--- src/rtl/fetch_unit.sv ---
// Purpose: sequential instruction fetch with redirect flush and a one-entry skid buffer in front of decode.
// Latency: an issued address reaches out_* 2 cycles later; a redirect target reaches out_* 3 cycles after redirect_valid.
// Backpressure: out_ready low holds out_*, parks the in-flight response in the skid entry and freezes issue until space frees.
module fetch_unit #(
    parameter logic [63:0] RESET_PC = 64'h0
) (
    input  logic        clk,
    input  logic        rst,
    input  logic        redirect_valid,
    input  logic [63:0] redirect_pc,
    output logic [63:0] imem_pc,
    input  logic [31:0] imem_instr,
    output logic        out_valid,
    input  logic        out_ready,
    output logic [63:0] out_pc,
    output logic [31:0] out_instr
);

    logic [63:0] pc_q;
    logic [63:0] req_pc_q;
    logic        req_valid_q;

    // The output stage has three states encoded by two flags:
    // EMPTY (!out_valid), FULL (out_valid, !skid_valid), FULL_SKID (out_valid, skid_valid).
    logic        skid_valid;
    logic [63:0] skid_pc;
    logic [31:0] skid_instr;

    logic stall;
    logic resp_valid;
    logic issue;

    // Redirect targets are word aligned; the low address bits are ignored.
    logic redirect_pc_unused;
    assign redirect_pc_unused = ^redirect_pc[1:0];

    // Memory address comes straight from the PC register.
    assign imem_pc = pc_q;

    // Handshake terms; a response landing in a redirect cycle is discarded.
    always_comb begin
        stall      = out_valid && !out_ready;
        resp_valid = req_valid_q && !redirect_valid;
        // Only issue when the response returning next cycle is guaranteed a home.
        issue      = !redirect_valid && (!skid_valid || !stall) && !(stall && resp_valid);
    end

    // Fetch PC and in-flight request tracking; redirect overrides sequential issue.
    always_ff @(posedge clk or posedge rst) begin
        if (rst) begin
            pc_q        <= RESET_PC;
            req_pc_q    <= 64'h0;
            req_valid_q <= 1'b0;
        end else if (redirect_valid) begin
            pc_q        <= {redirect_pc[63:2], 2'b00};
            req_valid_q <= 1'b0;
        end else if (issue) begin
            pc_q        <= pc_q + 64'd4;
            req_pc_q    <= pc_q;
            req_valid_q <= 1'b1;
        end else begin
            req_valid_q <= 1'b0;
        end
    end

    // Output register and skid entry: drain skid first, then the memory response; park responses while stalled.
    always_ff @(posedge clk or posedge rst) begin
        if (rst) begin
            out_valid  <= 1'b0;
            out_pc     <= 64'h0;
            out_instr  <= 32'h0;
            skid_valid <= 1'b0;
            skid_pc    <= 64'h0;
            skid_instr <= 32'h0;
        end else if (redirect_valid) begin
            out_valid  <= 1'b0;
            skid_valid <= 1'b0;
        end else if (!stall) begin
            if (skid_valid) begin
                out_valid  <= 1'b1;
                out_pc     <= skid_pc;
                out_instr  <= skid_instr;
                skid_valid <= 1'b0;
            end else if (resp_valid) begin
                out_valid  <= 1'b1;
                out_pc     <= req_pc_q;
                out_instr  <= imem_instr;
            end else begin
                out_valid  <= 1'b0;
            end
        end else if (resp_valid) begin
            skid_valid <= 1'b1;
            skid_pc    <= req_pc_q;
            skid_instr <= imem_instr;
        end
    end

endmodule
--- config.mk ---
export PLATFORM = sky130hd
export DESIGN_NAME = fetch_unit
export DESIGN_NICKNAME = d
export VERILOG_FILES = /design/src/rtl/fetch_unit.sv
export SDC_FILE = /design/constraint.sdc
export NUM_CORES = 1
export LEC_CHECK = 0
export ABC_AREA = 1
export BUFFER_PORTS_ARGS = -buffer_cell sky130_fd_sc_hd__buf_2
export CORE_ASPECT_RATIO = 1.25
export CORE_MARGIN = 8
export CORE_UTILIZATION = 50
export DETAILED_ROUTE_END_ITERATION = 10
export PLACE_DENSITY = 0.82
export SLEW_MARGIN = 20
export SYNTH_ARGS = -nofsm -noshare
export SYNTH_HDL_FRONTEND = slang
export SYNTH_SLANG_ARGS = --single-unit
--- constraint.sdc ---
create_clock -name clk -period 10.2 [get_ports clk]
set_input_delay 0 -clock clk [delete_from_list [all_inputs] [get_ports clk]]
set_output_delay 0 -clock clk [all_outputs]
set_load 0.01 [all_outputs]
==> results.py, run 1 <==
metrics = {
    "outcome": {
        "status": "finished, final reports clean",
    },
    "finish": {
        "area_growth_pct": 24.1,
        "fillers": 2536,
        "drive_above_1_share_pct": 15.6,
        "final_nets": 2366,
    },
    "clocking": {
        "clock_latency_ns": 0.57,
        "clockRootBuffer": "clkbuf_16",
        "numCtsBuffers": 31,
        "cts_hold_buf": 106,
        "cts_tree": "yes",
        "cts_resized": 0,
        "h-tree-depth": 1,
        "clk_path_buf_depth": 3,
        "clkSinkCount": 315,
        "path_clk_slew_ns": 0.07,
        "post_cts_buffers": 0,
    },
    "sta": {
        "worst_slack_ns": 7.21,
        "fin_crit_ns": 2.99,
        "setup-tns-final_ns": 0,
        "fmax_mhz": 334,
        "slew_violations": 0,
        "finalSetupViolCount": 0,
        "maxSlewHeadroom_pct": 39.1,
        "hold_violations": 0,
        "period_share_pct": 29.3,
        "tightest_slew_ns": 0.913,
        "skew_ns": 0.0162,
        "rsz0062_at_grt": "no",
    },
    "placed_design": {
        "dpl.hpwl_um": 30800,
        "place_ws_ns": 6.61,
        "gp_congestion": 0.992,
        "io_buffers": 254,
    },
    "synth": {
        "async_reset_ff_share_pct": 100,
        "synth_compound_area_share_pct": 15.1,
        "seq_area_frac_synth_pct": 52.4,
        "synthTopCellsByCount": "nand2_1, o21ai_0, dfrtp_1",
        "syn_area_um2": 15000,
        "syn_avg_cell_area_um2": 7.68,
        "yosysMostFrequentCell": "nand2_1",
        "synth_seq_cells": 315,
        "muxShareOfSynthArea_pct": 0,
        "synth_cells": 1959,
        "synth_xor_area_share_pct": 0.233,
        "yosys.area_share.simple_pct": 24.0,
        "synth_top_area_cell": "dfrtp_1",
        "synth_top_area_share_pct": 52.4,
        "yosys-top-cells-area": "dfrtp_1, nand2_1, o21ai_0, inv_1, nor2_1",
        "synth.distinct_cells": 33,
        "synthAdderAreaFrac_pct": 0.0832,
        "synth_edf_count": 0,
        "yosysWarningCount": 0,
        "synth_top_family_by_area": "simple AND/OR/NAND/NOR gates",
        "synth_flop_cell": "dfrtp_1",
    },
    "setup_path": {
        "path_max_fanout": 90,
        "crit_arrival_ns": 3.45,
        "cp-start-kind": "flop",
        "critPathKind": "reg -> reg",
        "endpoint_kind": "flop",
        "required_ns": 10.66,
    },
    "pwr": {
        "vdd_drop_max_v": 0.000115,
        "power.leakage_nw": 9.63,
        "power_density_nw_per_um2": 187,
    },
    "route": {
        "wl_per_cell_um": 17.3,
        "drcViolationCount": 0,
        "vias_per_cell": 5.32,
        "wl_um": 46600,
        "drt_iter0_markers": 1373,
        "ant_nets": 0,
        "drtPass1Iterations": 5,
        "vias": 14318,
    },
    "global_route": {
        "grt_max_degree": 196,
        "grt_pass1_wl_um": 74100,
        "antenna_found_initial": 4,
        "grt_pass1_vias": 13847,
        "grt_overflow": 0,
        "grt_util_all_layers_pct": 25.8,
    },
    "floorplan": {
        "die_area_um2": 35900,
        "fp.dieH_um": 210,
        "coreArea_um2": 29800,
        "rows": 71,
        "initial_utilization_pct": 50.4,
        "pin_count": 261,
        "die_w_um": 171,
    },
    "hold_path": {
        "hp-class": "in -> reg",
    },
    "run": {
        "max_cap_violations": 0,
    },
}
==> cells in the final DEF (no fill, tap or decap), drive strengths merged <==
cell type    instances
inv                212
xor2                 1
bufinv               3
dfrtp              315
a21oi               25
o21ai              381
o211ai              24
conb                 4
a31oi                1
nand4                7
o21a                 2
clkinvlp             5
nand3               76
nand2              649
o21bai               1
dlygate4sd3        106
diode                4
or2                  2
a22oi                3
o2111ai              1
nor3                 2
nor2               156
ha                   1
xnor2                3
clkbuf              40
clkinv               6
buf                262
==> power breakdown <==
group / leakage [nW] / total [mW] / switching, mW / internal [mW]
logic: 5.26 / 0.653 / 0.401 / 0.251
clock network: 0.511 / 1.19 / 0.500 / 0.686
registers: 3.86 / 1.64 / 0.158 / 1.48
==> registers in the layout, summed over array words and instances, names as in the netlist <==
register / flops
out_valid: 1
skid_instr: 32
req_pc_q: 62
out_pc: 62
imem_pc: 62
req_valid_q: 1
skid_valid: 1
skid_pc: 62
out_instr: 32
==> routing by layer <==
metal,part of all wire [%],global-route usage [%]
met1,40,32.9
met2,48,42.4
met3,7.1,3.83
met4,4.6,12.1
met5,0,0
==> worst paths after layout <==
path	start	endpoint	slack [ns]	depth (start not counted)
max in group asynchronous	rst	req_pc_q[46]	8.51	5
worst max register to register	skid_valid	imem_pc[13]	7.21	7
worst min register to register	out_instr[0]	out_instr[0]	0.48	2
worst min-delay path	redirect_valid	imem_pc[29]	0.02	3
worst max-delay path	skid_valid	imem_pc[13]	7.21	7
min in group asynchronous	rst	out_pc[4]	0.17	3
==> final cells by class <==
| cell class | instances | area, um^2 | share of cell area, % |
|---|---|---|---|
| Antenna cell | 4 | 10.0 | 0.0537 |
| Clock buffer | 40 | 880 | 4.72 |
| Clock inverter | 16 | 183 | 0.979 |
| Inverter | 210 | 798 | 4.28 |
| Multi-Input combinational cell | 1339 | 5960 | 32.0 |
| Sequential cell | 315 | 7880 | 42.3 |
| Tap cell | 401 | 502 | 2.69 |
| Timing Repair Buffer | 368 | 2440 | 13.1 |
==> worst max-delay path: stages (launching register included) <==
cell	delay, ns
dfrtp_1	0.46
nor2_2	0.24
nor2_4	0.19
nor2_4	0.11
buf_4	0.62
inv_2	0.53
or2_2	0.47
o211ai_1	0.24
==> metrics by stage <==
step | std cells | total power, mW | cell area [um^2] | hold slack, ns | util (%)
after floorplan | 1962 | 2.00 | 15000 | 0.124 | -
final | 2693 | 3.48 | 18700 | 0.0226 | 62.5
after global routing | 2693 | 3.66 | 18700 | 0.0257 | 62.5
after CTS | 2687 | 3.49 | 18600 | 0.000361 | 62.3
after detailed placement | 2525 | 2.27 | 16500 | 0.230 | 55.2
after global placement | 2525 | 2.24 | 16500 | 0.223 | 55.2
==> kinds of logic (layout without fill, tap and decap cells) <==
family,Yosys count,after routing
adders and majority gates,1,1
DFF,315,315
AOI/OAI and AO/OA,438,438
other,1,8
xor gates and xnor gates,4,4
and+or+nand+nor,892,892
buffers and inverters,308,634
Power figures use the tool's default switching activity.
==> inputs of run 2 (changes only) <==
--- a/config.mk
+++ b/config.mk
@@ -5,13 +5,13 @@
 export SDC_FILE = /design/constraint.sdc
 export NUM_CORES = 1
 export LEC_CHECK = 0
-export ABC_AREA = 1
+export ABC_AREA = 0
 export BUFFER_PORTS_ARGS = -buffer_cell sky130_fd_sc_hd__buf_2
 export CORE_ASPECT_RATIO = 1.25
 export CORE_MARGIN = 8
 export CORE_UTILIZATION = 50
 export DETAILED_ROUTE_END_ITERATION = 10
-export PLACE_DENSITY = 0.82
+export PLACE_DENSITY = 0.83
 export SLEW_MARGIN = 20
 export SYNTH_ARGS = -nofsm -noshare
 export SYNTH_HDL_FRONTEND = slang
==> constraint.sdc (replaced) <==
create_clock -name clk -period 2.86 [get_ports clk]
set_input_delay 0 -clock clk [delete_from_list [all_inputs] [get_ports clk]]
set_output_delay 0 -clock clk [all_outputs]
set_load 0.01 [all_outputs]
==> results.py, run 2 <==
metrics = {
    "finish": {
        "fillers": 1960,
        "layout_commonest_cell": "dfrtp_1",
        "final_util_pct": 64.8,
        "area_growth_pct": 28.2,
        "final_cell_mix": "dfrtp_1, buf_2, mux2_2",
        "drive_above_1_share_pct": 31.7,
        "final_nets": 1655,
        "postLayoutCellArea_um2": 17900,
    },
    "pwr": {
        "clockPowerShare_pct": 32.7,
        "p_int_mw": 8.86,
        "vdd_drop_max_v": 0.000506,
        "seqPwrFrac_pct": 48.6,
        "switchingPower_mw": 3.61,
        "power_density_nw_per_um2": 698,
        "power_frac_comb_pct": 18.7,
        "sw_frac_of_total_pct": 29.0,
        "power.leakage_nw": 7.55,
    },
    "synth": {
        "synth.distinct_cells": 44,
        "yosys-top-cells-area": "dfrtp_1, mux2_2, mux2i_1, a21oi_1, nor2_1",
        "synth_edf_count": 0,
        "syn_avg_cell_area_um2": 11.6,
        "synth_top_area_share_pct": 56.6,
        "synthTopCellsByCount": "dfrtp_1, mux2_2, nor2_1",
        "syn_area_um2": 13900,
        "synth_cells": 1198,
        "synth_top_area_cell": "dfrtp_1",
        "synth_flop_cell": "dfrtp_1",
        "async_reset_ff_share_pct": 100,
        "yosysWarningCount": 0,
        "yosysMostFrequentCell": "dfrtp_1",
        "synth_seq_cells": 315,
        "seq_area_frac_synth_pct": 56.6,
    },
    "hold_path": {
        "hp-class": "in -> reg",
    },
    "sta": {
        "finalSetupViolCount": 0,
        "tightest_slew_ns": 1.11,
        "hold_violations": 0,
        "rsz0062_at_grt": "no",
        "skew_ns": 0.0136,
        "fin_crit_ns": 2.67,
        "slew_violations": 0,
        "period_share_pct": 93.4,
        "maxSlewHeadroom_pct": 26.2,
        "fmax_mhz": 374,
    },
    "global_route": {
        "grt_max_degree": 157,
        "grt_overflow": 0,
        "grt_util_all_layers_pct": 23.7,
        "grt_pass1_wl_um": 63400,
        "antenna_found_initial": 3,
        "grt_pass1_vias": 11717,
    },
    "setup_path": {
        "cpMaxStageDelayCell": "or4_1",
        "path_cells": "or2_1, a2111oi_4, nand2_1, or4_1, a31oi_1",
        "cp_num_buf_inv": 0,
        "critPathKind": "reg -> reg",
        "crit_arrival_ns": 3.16,
        "path_max_fanout": 14,
        "cp-start-kind": "flop",
        "path_delay_family": "simple AND/OR/NAND/NOR gates",
        "endpoint_kind": "flop",
        "required_ns": 3.35,
        "slowest_delay_ns": 0.63,
    },
    "route": {
        "vias": 11007,
        "wl_per_cell_um": 20.9,
        "drcViolationCount": 0,
        "vias_per_cell": 5.70,
        "drt_iter0_markers": 881,
        "ant_nets": 0,
        "drtPass1Iterations": 5,
        "wl_um": 40500,
    },
    "placed_design": {
        "io_buffers": 254,
        "gp_congestion": 0.831,
        "dpl.hpwl_um": 25100,
        "placed_area_um2": 15700,
    },
    "clocking": {
        "h-tree-depth": 1,
        "post_cts_buffers": 0,
        "cts_tree": "yes",
        "clockRootBuffer": "clkbuf_16",
        "numCtsBuffers": 31,
        "clock_latency_ns": 0.57,
        "clkSinkCount": 315,
        "clk_path_buf_depth": 3,
        "path_clk_slew_ns": 0.07,
    },
    "outcome": {
        "status": "finished, final reports clean",
    },
    "floorplan": {
        "pin_count": 261,
        "fp.dieH_um": 203,
        "rows": 68,
        "die_area_um2": 33500,
        "die_w_um": 165,
        "initial_utilization_pct": 50.6,
        "coreArea_um2": 27600,
    },
    "run": {
        "max_cap_violations": 0,
    },
}
==> run 2: cell types whose count changed after synthesis, sizes merged, moves of 72 or more <==
cell / previous run / this run
mux2: 0 / 157
inv: 209 / 7
nand2: 649 / 73
o21ai: 381 / 41
a21oi: 25 / 97
mux2i: 0 / 97
==> run 2: cell type report <==
cell class | count | area (um^2) | share of cell area [%]
Sequential cell | 315 | 7890 | 44.2
Multi-Input combinational cell | 802 | 5740 | 32.1
Timing Repair Buffer | 397 | 2740 | 15.4
Clock buffer | 44 | 905 | 5.06
Tap cell | 350 | 438 | 2.45
Clock inverter | 13 | 118 | 0.658
Inverter | 7 | 30.0 | 0.168
Antenna cell | 3 | 7.51 | 0.0420
==> run 2: kinds of logic (layout without fill, tap and decap cells) <==
kind of cell,count (synthesis),in the layout,synth area share (%)
and+or+nand+nor,325,325,11.3
DFF,315,315,56.6
muxes,254,254,19.6
AOI/OAI and AO/OA,178,178,7.37
buffers and inverters,84,461,2.50
xor gates and xnor gates,40,40,2.51
adders and majority gates,1,1,0.0898
other,1,7,0.0269
==> run 2: path summary, 6_finish.rpt <==
kind | slack (ns) | end | from | depth (start not counted)
worst max-delay path | 0.19 | imem_pc[42] | skid_valid | 5
worst min-delay path | 0.04 | imem_pc[5] | redirect_valid | 2
worst max register to register | 0.19 | imem_pc[42] | skid_valid | 5
worst min register to register | 0.51 | skid_pc[13] | skid_pc[13] | 1
max in group asynchronous | 1.78 | imem_pc[41] | rst | 4
min in group asynchronous | 0.19 | out_instr[13] | rst | 3
==> run 2: power groups by stage <==
| stage | logic (mW) | registers, mW | clock network [mW] |
|---|---|---|---|
| detailed placement | 2.18 | 6.09 | 0 |
| global route | 2.54 | 6.17 | 4.30 |
| global placement | 2.10 | 6.02 | 0 |
| finish | 2.33 | 6.06 | 4.08 |
| floorplan | 1.21 | 6.12 | 0 |
| CTS | 2.32 | 6.02 | 4.13 |
==> run 2: routing by layer <==
layer | vias up | GRT usage [%] | wire [um] | share of wire [%]
met5 | - | 0 | 0 | 0
met4 | 0 | 12.0 | 2020 | 5.0
met3 | 123 | 3.47 | 2260 | 5.6
met2 | 425 | 41.6 | 20700 | 51
met1 | 5488 | 27.5 | 15500 | 38
li1 | 4971 | - | - | -
==> run 2: per-stage QoR <==
step | setup slack, ns | power, mW | hold WS (ns) | std cells | TNS, ns
2_1_floorplan | -1.34 | 7.33 | 0.120 | 1201 | -421.11
3_3_place_gp | 0.301 | 8.12 | 0.210 | 1758 | 0
3_5_place_dp | 0.210 | 8.28 | 0.216 | 1758 | 0
4_1_cts | 0.204 | 12.5 | 0.00685 | 1928 | 0
5_1_grt | 0.0396 | 13.0 | 0.0625 | 1931 | 0
6_report | 0.187 | 12.5 | 0.0372 | 1931 | 0
==> run 2: repair_timing <==
| action | 4_1_cts | 5_1_grt |
|---|---|---|
| gates resized for setup | 0 | 0 |
| hold buffers | 113 | 0 |
| hold endpoints to repair | 154 | 0 |
==> inputs of run 3 (changes only) <==
--- a/config.mk
+++ b/config.mk
@@ -6,12 +6,13 @@
 export NUM_CORES = 1
 export LEC_CHECK = 0
 export ABC_AREA = 0
-export BUFFER_PORTS_ARGS = -buffer_cell sky130_fd_sc_hd__buf_2
+export ABC_CLOCK_PERIOD_IN_PS = 2860
 export CORE_ASPECT_RATIO = 1.25
 export CORE_MARGIN = 8
 export CORE_UTILIZATION = 50
 export DETAILED_ROUTE_END_ITERATION = 10
-export PLACE_DENSITY = 0.83
+export DONT_BUFFER_PORTS = 1
+export PLACE_DENSITY = 0.75
 export SLEW_MARGIN = 20
 export SYNTH_ARGS = -nofsm -noshare
 export SYNTH_HDL_FRONTEND = slang
==> results.py, run 3 (synthesized netlist as in run 2, its figures left out) <==
metrics = {
    "outcome": {
        "status": "finished, final reports clean",
    },
    "pwr": {
        "clockPowerShare_pct": 33.0,
        "sw_frac_of_total_pct": 28.5,
        "power_density_nw_per_um2": 694,
        "power.leakage_nw": 6.90,
        "switchingPower_mw": 3.44,
        "p_int_mw": 8.65,
        "vdd_drop_max_v": 0.000468,
        "seqPwrFrac_pct": 52.2,
        "power_frac_comb_pct": 14.7,
    },
    "finish": {
        "area_growth_pct": 24.9,
        "layout_commonest_cell": "dfrtp_1",
        "drive_above_1_share_pct": 18.8,
        "final_cell_mix": "dfrtp_1, dlygate4sd3_1, mux2_2",
        "final_nets": 1484,
        "fillers": 2027,
        "final_util_pct": 63.1,
    },
    "floorplan": {
        "die_w_um": 165,
        "initial_utilization_pct": 50.6,
        "rows": 68,
        "pin_count": 261,
        "die_area_um2": 33500,
        "coreArea_um2": 27600,
        "fp.dieH_um": 203,
    },
    "route": {
        "vias": 10317,
        "drtPass1Iterations": 5,
        "drt_iter0_markers": 705,
        "ant_nets": 0,
        "drcViolationCount": 0,
        "wl_per_cell_um": 22.1,
        "vias_per_cell": 5.86,
        "wl_um": 38900,
    },
    "sta": {
        "tightest_slew_ns": 1.04,
        "setup-tns-final_ns": 0,
        "skew_ns": 0.0183,
        "fmax_mhz": 363,
        "finalSetupViolCount": 0,
        "maxSlewHeadroom_pct": 30.6,
        "hold_violations": 0,
        "slew_violations": 0,
        "fin_crit_ns": 2.76,
        "period_share_pct": 96.4,
    },
    "placed_design": {
        "io_buffers": 0,
        "dpl.hpwl_um": 24300,
        "gp_congestion": 0.828,
    },
    "global_route": {
        "grt_pass1_wl_um": 60400,
        "antenna_found_initial": 5,
        "grt_overflow": 0,
        "grt_max_degree": 121,
        "grt_util_all_layers_pct": 22.6,
        "grt_pass1_vias": 10778,
    },
    "setup_path": {
        "required_ns": 3.29,
        "cp-start-kind": "flop",
        "critPathKind": "reg -> reg",
        "endpoint_kind": "flop",
        "path_max_fanout": 6,
        "crit_arrival_ns": 3.19,
    },
    "clocking": {
        "h-tree-depth": 1,
        "clock_latency_ns": 0.56,
        "clkSinkCount": 315,
        "cts_tree": "yes",
        "numCtsBuffers": 31,
        "clk_path_buf_depth": 3,
        "clockRootBuffer": "clkbuf_16",
        "path_clk_slew_ns": 0.06,
    },
    "hold_path": {
        "hp-class": "in -> async",
    },
    "run": {
        "max_cap_violations": 0,
    },
}
==> run 3: cell count changes in the layout (fill, tap and decap cells not counted), sizes merged <==
cell	before	now
buf	284	42
clkbuf	44	47
clkinv	6	5
clkinvlp	6	3
diode	3	5
dlygate4sd3	113	184
==> run 3: what timing repair did <==
action                                  4_1_cts  5_1_grt
setup buffers                                 0        1
hold buffers                                185        0
gates resized for setup                       0       11
endpoints found under the hold margin       202        0
endpoints found under the setup margin        0       14
==> run 3: cell type report <==
cell class	instances	area, um^2	area share (%)
Tap cell	350	438	2.52
Inverter	7	30.0	0.173
Clock buffer	47	906	5.20
Multi-Input combinational cell	802	5770	33.1
Antenna cell	5	12.5	0.0719
Sequential cell	315	7890	45.3
Timing Repair Buffer	226	2280	13.1
Clock inverter	9	82.6	0.474
==> run 3: path summary, 6_finish.rpt <==
check	startpoint	end	slack, ns	depth (start not counted)
max in group asynchronous	rst	imem_pc[30]	1.88	3
worst max-delay path	imem_pc[22]	imem_pc[43]	0.10	7
worst min register to register	skid_pc[59]	skid_pc[59]	0.50	1
min in group clk	redirect_pc[35]	imem_pc[35]	0.15	2
worst max register to register	imem_pc[22]	imem_pc[43]	0.10	7
worst min-delay path	rst	out_instr[10]	0.08	2
==> run 3: critical path: stages (launching register included) <==
cell           delay, ns
dfrtp_1             0.55
nand4_1             0.28
a2111o_1            0.45
buf_4               0.18
nor4b_1             0.31
xnor2_1             0.18
o21ai_0             0.10
dlygate4sd3_1       0.57
==> run 3: stage by stage <==
step	cells	total power, mW	hold slack, ns	worst slack (ns)	cell area, um^2
after floorplan	1201	7.33	0.120	-1.34	14000
after global placement	1514	7.71	0.0418	0.328	14500
after detailed placement	1514	7.84	0.0427	0.319	14500
after CTS	1755	12.1	0.0735	0.0408	17300
after global routing	1761	12.6	0.119	-0.0178	17400
final	1761	12.1	0.0847	0.104	17400
==> run 3: metal layers <==
layer	GRT usage [%]	routed length, um	vias up
met2	38.7	19800	381
met4	7.67	1180	0
met3	5.43	3190	97
met1	27.2	14700	5198
met5	0	0	-
li1	-	-	4641
==> run 3: power groups by stage <==
stage / registers [mW] / clock network, mW / logic [mW]
final: 6.31 / 3.99 / 1.78
after global placement: 6.32 / 0 / 1.39
after detailed placement: 6.37 / 0 / 1.47
after floorplan: 6.12 / 0 / 1.21
after CTS: 6.30 / 4.04 / 1.75
after global routing: 6.44 / 4.24 / 1.96
